<file path="src/rtl/pdm_capture_seq.sv">
// PDM microphone capture sequencer: divides the system clock into the PDM bit clock,
// discards a settle period, samples mono/stereo bits and frames decimation windows.
module pdm_capture_seq #(
  parameter int DIV_W = 8,
  parameter int DEC_W = 12,
  parameter int SET_W = 12
) (
  input  logic             clk,
  input  logic             rst_n,
  input  logic             cfg_enable_i,
  input  logic [DIV_W-1:0] cfg_half_div_i,
  input  logic [DEC_W-1:0] cfg_decim_i,
  input  logic [SET_W-1:0] cfg_settle_i,
  input  logic             cfg_stereo_i,
  input  logic             cfg_irq_en_i,
  input  logic             pdm_data_i,
  input  logic             sample_ack_i,
  input  logic             ovr_clr_i,
  output logic             pdm_clk_out_o,
  output logic             bit_valid_o,
  output logic             bit_value_o,
  output logic             bit_chan_o,
  output logic             win_start_o,
  output logic             win_end_o,
  output logic             sample_pending_o,
  output logic             overrun_o,
  output logic             busy_o,
  output logic             irq_o
);

  typedef enum logic [1:0] {IDLE, SETTLE, RUN} state_e;

  state_e state_q, state_d;

  logic [DIV_W-1:0] half_q, phase_q, phase_d;
  logic [DEC_W-1:0] decim_q, win_cnt_q, win_cnt_d;
  logic [SET_W-1:0] settle_q, fall_cnt_q, fall_cnt_d;
  logic             stereo_q;
  logic             clk_q, clk_d;
  logic             rose_q, rose_d;
  logic             last_q, last_d;
  logic             bv_q, bv_d, bval_q, bval_d, bchan_q, bchan_d;
  logic             ws_q, ws_d, we_q, we_d;
  logic             pend_q, pend_d, ovr_q, ovr_d;

  logic active, terminal, fall, settle_done;

  assign active      = (state_q != IDLE);
  assign terminal    = active && (phase_q == half_q - DIV_W'(1));
  assign fall        = terminal && clk_q;
  assign settle_done = (state_q == SETTLE) && fall && (fall_cnt_q == settle_q - SET_W'(1));

  always_ff @(posedge clk) begin
    if (!rst_n) state_q <= IDLE;
    else        state_q <= state_d;
  end

  always_comb begin
    state_d = state_q;
    unique case (state_q)
      IDLE:    if (cfg_enable_i) state_d = (cfg_settle_i == '0) ? RUN : SETTLE;
      SETTLE:  if (!cfg_enable_i) state_d = IDLE;
               else if (settle_done) state_d = RUN;
      RUN:     if (!cfg_enable_i) state_d = IDLE;
      default: state_d = IDLE;
    endcase
  end

  // Divider, framing counters and bit strobes; disabling drops the cycle's sample.
  always_comb begin
    phase_d    = '0;
    clk_d      = 1'b0;
    rose_d     = 1'b0;
    fall_cnt_d = '0;
    win_cnt_d  = '0;
    last_d     = 1'b0;
    bv_d       = 1'b0;
    bval_d     = 1'b0;
    bchan_d    = 1'b0;
    ws_d       = 1'b0;
    we_d       = 1'b0;
    if (active && cfg_enable_i) begin
      phase_d    = terminal ? '0 : phase_q + DIV_W'(1);
      clk_d      = terminal ? ~clk_q : clk_q;
      rose_d     = rose_q | (terminal & ~clk_q);
      fall_cnt_d = fall_cnt_q;
      win_cnt_d  = win_cnt_q;
      last_d     = last_q;
      if ((state_q == SETTLE) && fall) fall_cnt_d = fall_cnt_q + SET_W'(1);
      if (state_q == RUN) begin
        if (fall) begin
          bv_d   = 1'b1;
          bval_d = pdm_data_i;
          ws_d   = (win_cnt_q == '0);
          if (win_cnt_q == decim_q - DEC_W'(1)) begin
            win_cnt_d = '0;
            if (stereo_q) last_d = 1'b1;
            else          we_d   = 1'b1;
          end else begin
            win_cnt_d = win_cnt_q + DEC_W'(1);
          end
        end else if (terminal && stereo_q && rose_q) begin
          bv_d    = 1'b1;
          bval_d  = pdm_data_i;
          bchan_d = 1'b1;
          we_d    = last_q;
          last_d  = 1'b0;
        end
      end
    end
    // A window ending alongside an ack keeps the new sample pending.
    pend_d = we_q ? 1'b1 : (sample_ack_i ? 1'b0 : pend_q);
    ovr_d  = (we_q && pend_q && !sample_ack_i) ? 1'b1 : (ovr_clr_i ? 1'b0 : ovr_q);
  end

  always_ff @(posedge clk) begin
    if (!rst_n) begin
      half_q     <= '0;
      decim_q    <= '0;
      settle_q   <= '0;
      stereo_q   <= 1'b0;
    end else if ((state_q == IDLE) && cfg_enable_i) begin
      half_q     <= (cfg_half_div_i < DIV_W'(2)) ? DIV_W'(2) : cfg_half_div_i;
      decim_q    <= (cfg_decim_i == '0) ? DEC_W'(1) : cfg_decim_i;
      settle_q   <= cfg_settle_i;
      stereo_q   <= cfg_stereo_i;
    end
  end

  always_ff @(posedge clk) begin
    if (!rst_n) begin
      phase_q    <= '0;
      clk_q      <= 1'b0;
      rose_q     <= 1'b0;
      fall_cnt_q <= '0;
      win_cnt_q  <= '0;
      last_q     <= 1'b0;
      bv_q       <= 1'b0;
      bval_q     <= 1'b0;
      bchan_q    <= 1'b0;
      ws_q       <= 1'b0;
      we_q       <= 1'b0;
      pend_q     <= 1'b0;
      ovr_q      <= 1'b0;
    end else begin
      phase_q    <= phase_d;
      clk_q      <= clk_d;
      rose_q     <= rose_d;
      fall_cnt_q <= fall_cnt_d;
      win_cnt_q  <= win_cnt_d;
      last_q     <= last_d;
      bv_q       <= bv_d;
      bval_q     <= bval_d;
      bchan_q    <= bchan_d;
      ws_q       <= ws_d;
      we_q       <= we_d;
      pend_q     <= pend_d;
      ovr_q      <= ovr_d;
    end
  end

  always_comb begin
    pdm_clk_out_o    = clk_q;
    bit_valid_o      = bv_q;
    bit_value_o      = bval_q;
    bit_chan_o       = bchan_q;
    win_start_o      = ws_q;
    win_end_o        = we_q;
    sample_pending_o = pend_q;
    overrun_o        = ovr_q;
    busy_o           = active;
    irq_o            = pend_q & cfg_irq_en_i;
  end

endmodule

</file>
<file path="config.mk">
export PLATFORM = sky130hd
export DESIGN_NAME = pdm_capture_seq
export DESIGN_NICKNAME = d
export VERILOG_FILES = /design/src/rtl/pdm_capture_seq.sv
export SDC_FILE = /design/constraint.sdc
export NUM_CORES = 1
export LEC_CHECK = 0
export ABC_AREA = 1
export CORE_MARGIN = 5
export CORE_UTILIZATION = 60
export CTS_CLUSTER_DIAMETER = 30
export CTS_CLUSTER_SIZE = 10
export DETAILED_ROUTE_END_ITERATION = 12
export GPL_TIMING_DRIVEN = 0
export PLACE_DENSITY = 0.84
export SLEW_MARGIN = 20
export SYNTH_ARGS = -nofsm -noshare
export SYNTH_HDL_FRONTEND = slang
export SYNTH_SLANG_ARGS = --single-unit
</file>
<file path="constraint.sdc">
create_clock -name clk -period 2.9 [get_ports clk]
set_input_delay 0.29 -clock clk [delete_from_list [all_inputs] [get_ports clk]]
set_output_delay 0.29 -clock clk [all_outputs]
set_load 0.01 [all_outputs]
</file>
==> summary.txt <==
Route
  – Total number of vias: ~4800
  – DR iter-0 viols: 253
  – WL/cell: between 10 and 15 microns
  – Via density: 5.36
  – Drt pass-1 iters: 5
  – Number of remaining DRC errors: 0
  – Post-Route WL: roughly 12000 microns
  – Post-DRT Antenna Nets: 0

Finish
  – Util after Layout: 72.2%
  – Final Net Count: 845
  – Synth-to-Final Area Change: 18.0%
  – Commonest non-fill, non-tap cells in the layout: nand2_1, nor2_1, inv_1
  – Commonest non-fill, non-tap cell in the layout: nand2_1
  – Non-Filler Cell Area, Final: around 0.0055 sq mm
  – Share of layout cells above drive strength 1: under 10%
  – Diodes inserted: 0

Place
  – Placed Area: approximately 0.0053 sq mm
  – Gpl congestion: 0.923
  – Hpwl dp: ~9400 microns
  – I/O Buffers: 49
  – Dpl ws: roughly 0.38 ns

Setup path
  – Critical Path Start: half_q[0]$_SDFFE_PN0P_
  – Worst path required time: roughly 3.1 ns
  – Critical path capture point type: flop
  – Crit-path max FO: 6
  – Reg-to-Reg Start: half_q[0]$_SDFFE_PN0P_
  – Data arrival, critical path: approximately 2.6 ns
  – Worst setup path class: flop to flop
  – Reg2reg path depth: 14
  – Crit start category: flop

Logic synthesis
  – Top post-synthesis cells by area: dfxtp_1, nand2_1, nor2_1
  – Cell taking the most area after synthesis: dfxtp_1
  – Synth Cell Area: ~0.0047 sq mm
  – Synth Warn #: 0
  – Mean Syn Cell Area: 6.34 sq um
  – Synth top area share: about 33%
  – Net Count, Synth: about 800
  – Post-synth cell types: 36
  – Flops & latches, synth: slightly below 80
  – Synth Instances: 738
  – Sequential area share after synthesis: 32.9%

CTS
  – Hold bufs inserted after CTS: 0
  – Root Driver: clkbuf_8
  – CTS tree: yes
  – Max H-tree Level: 3
  – Clock Sinks: between 70 and 80
  – Clock Tree Buf Depth: 2
  – Post_cts resized: 0
  – Total CTS buffers: 9
  – Number of post-CTS setup repair buffers: 0
  – Clock transition at path regs: around 0.080 ns
  – Clk Latency, worst-skew pair: about 0.35 ns

Power and ir drop
  – Max VDD drop: ~310 uV
  – PwrDens: between 400 and 500 mW/mm^2
  – P_leak: approximately 2.3 nW

Status
  – Status: finished clean

Timing
  – Max Slew Vio Count: 0
  – Sum Neg Setup Slack: 0 ns
  – Worst slew pin tran: ~0.7 ns
  – Fin worst setup slack: 0.550 ns
  – Final min period: between 2 and 2.5 ns
  – Tcrit/Tclk final: ~81%
  – Slew headroom: 53.4%
  – Hold_ws: roughly 0.45 ns
  – Clock Skews: between 0.008 and 0.009 ns
  – Final Hold Fails: 0
  – Peak Freq: approximately 0.43 GHz
  – Setup violations, final: 0
  – RSZ-0062 raised after global routing: no

GRT
  – First-pass GRT wire length: slightly above 20000 microns
  – Grt ovf: 0
  – Tot GR Track Use: around 25%
  – Pin count of the biggest net entering global routing: 13
  – Initial antenna violation count: 0
  – Vias in the first global route: between 4000 and 5000

Hold path
  – Hold depth: 2
  – Hold Path Origin: last_q$_SDFFE_PN0P_
  – Min-Delay Path Class: flop to flop

Floorplan
  – Die ar.: about 0.0097 sq mm
  – Initial Util: 61.2%
  – IO Pins: 50
  – Die Wd: 98.3 microns
  – Die height: approximately 98 microns
  – Core Region: 0.00765 sq mm
  – Row Count: 32

Flow run
  – Maxcap violations: 0
[worst max-delay path, cell delays in order (launching register included)]
cell,delay [ns]
dfxtp_1,0.43
inv_2,0.09
ha_1,0.34
nand2_1,0.08
inv_1,0.05
nor2_1,0.08
nand3_1,0.09
nor2_2,0.11
nand3_1,0.11
nor2_4,0.17
nand2_2,0.12
nor2_4,0.16
nand2_2,0.13
o21ai_4,0.22
nor2_1,0.07
[Yosys cell counts, drive strengths merged]
cell type / count
nand2: 181
nor2: 133
inv: 101
dfxtp: 77
nand3: 58
o21ai: 40
a21oi: 39
xor2: 25
nor3: 17
nand4: 13
clkbuf: 9
xnor2: 9
a211oi: 8
ha: 7
nor4: 7
nor3b: 3
buf: 2
or2: 2
a2111oi: 1
a221oi: 1
a31oi: 1
clkinv: 1
nand3b: 1
o211ai: 1
o21a: 1
[report_power, final]
group          internal, mW  switching [mW]
clock                 0.529           0.393
sequential             1.10          0.0396
combinational         0.206           0.333
[cell families after synthesis]
kind of cell             synth area share (%)
AND/OR/NAND/NOR                          38.7
buffers and inverters                    9.09
AO/OA/AOI/OAI                            10.9
flip-flops                               33.0
XOR/XNOR                                 6.53
adder cells (fa/ha/maj)                  1.87
[per-layer routing]
metal / global-route usage (%) / wire, microns / share of wire [%] / vias up
met3: 4.07 / 679 / 5.7 / 23
li1: - / - / - / 2471
met1: 30.6 / 5190 / 44 / 2201
met5: 0 / 0 / 0 / -
met2: 43.6 / 5720 / 48 / 148
met4: 9.35 / 268 / 2.3 / 0
[path summary, 6_finish.rpt]
| check | to | slack, ns |
|---|---|---|
| max | win_cnt_q[2]$_SDFFE_PN0P_ | 0.55 |
| min | last_q$_SDFFE_PN0P_ | 0.45 |
| max reg2reg | win_cnt_q[2]$_SDFFE_PN0P_ | 0.55 |
| min reg2reg | last_q$_SDFFE_PN0P_ | 0.45 |
[state kept, by name (all words and copies together) (netlist names)]
register,count
rose_q,1
fall_cnt_q,12
settle_q,12
pdm_clk_out_o,1
win_start_o,1
bit_chan_o,1
phase_q,8
state_q,2
last_q,1
win_cnt_q,12
overrun_o,1
half_q,8
bit_valid_o,1
bit_value_o,1
decim_q,12
stereo_q,1
sample_pending_o,1
win_end_o,1
[final cells by class]
cell class / instances / area [sq um]
plain buffers: 11 / 42.5
clock buffers: 12 / 155
clock inverters: 3 / 68.8
fillers: 654 / 2130
inverters: 102 / 383
multi-input cells: 548 / 2710
flip-flops and latches: 77 / 1540
well taps: 102 / 128
repair buffers: 49 / 490
[metrics by stage]
stage / cells / total power, mW
global route: 904 / 2.74
CTS: 904 / 2.60
detailed placement: 889 / 1.69
finish: 904 / 2.60
floorplan: 738 / 1.53
global placement: 889 / 1.67
Note: power is estimated with default switching activity, not from simulation.
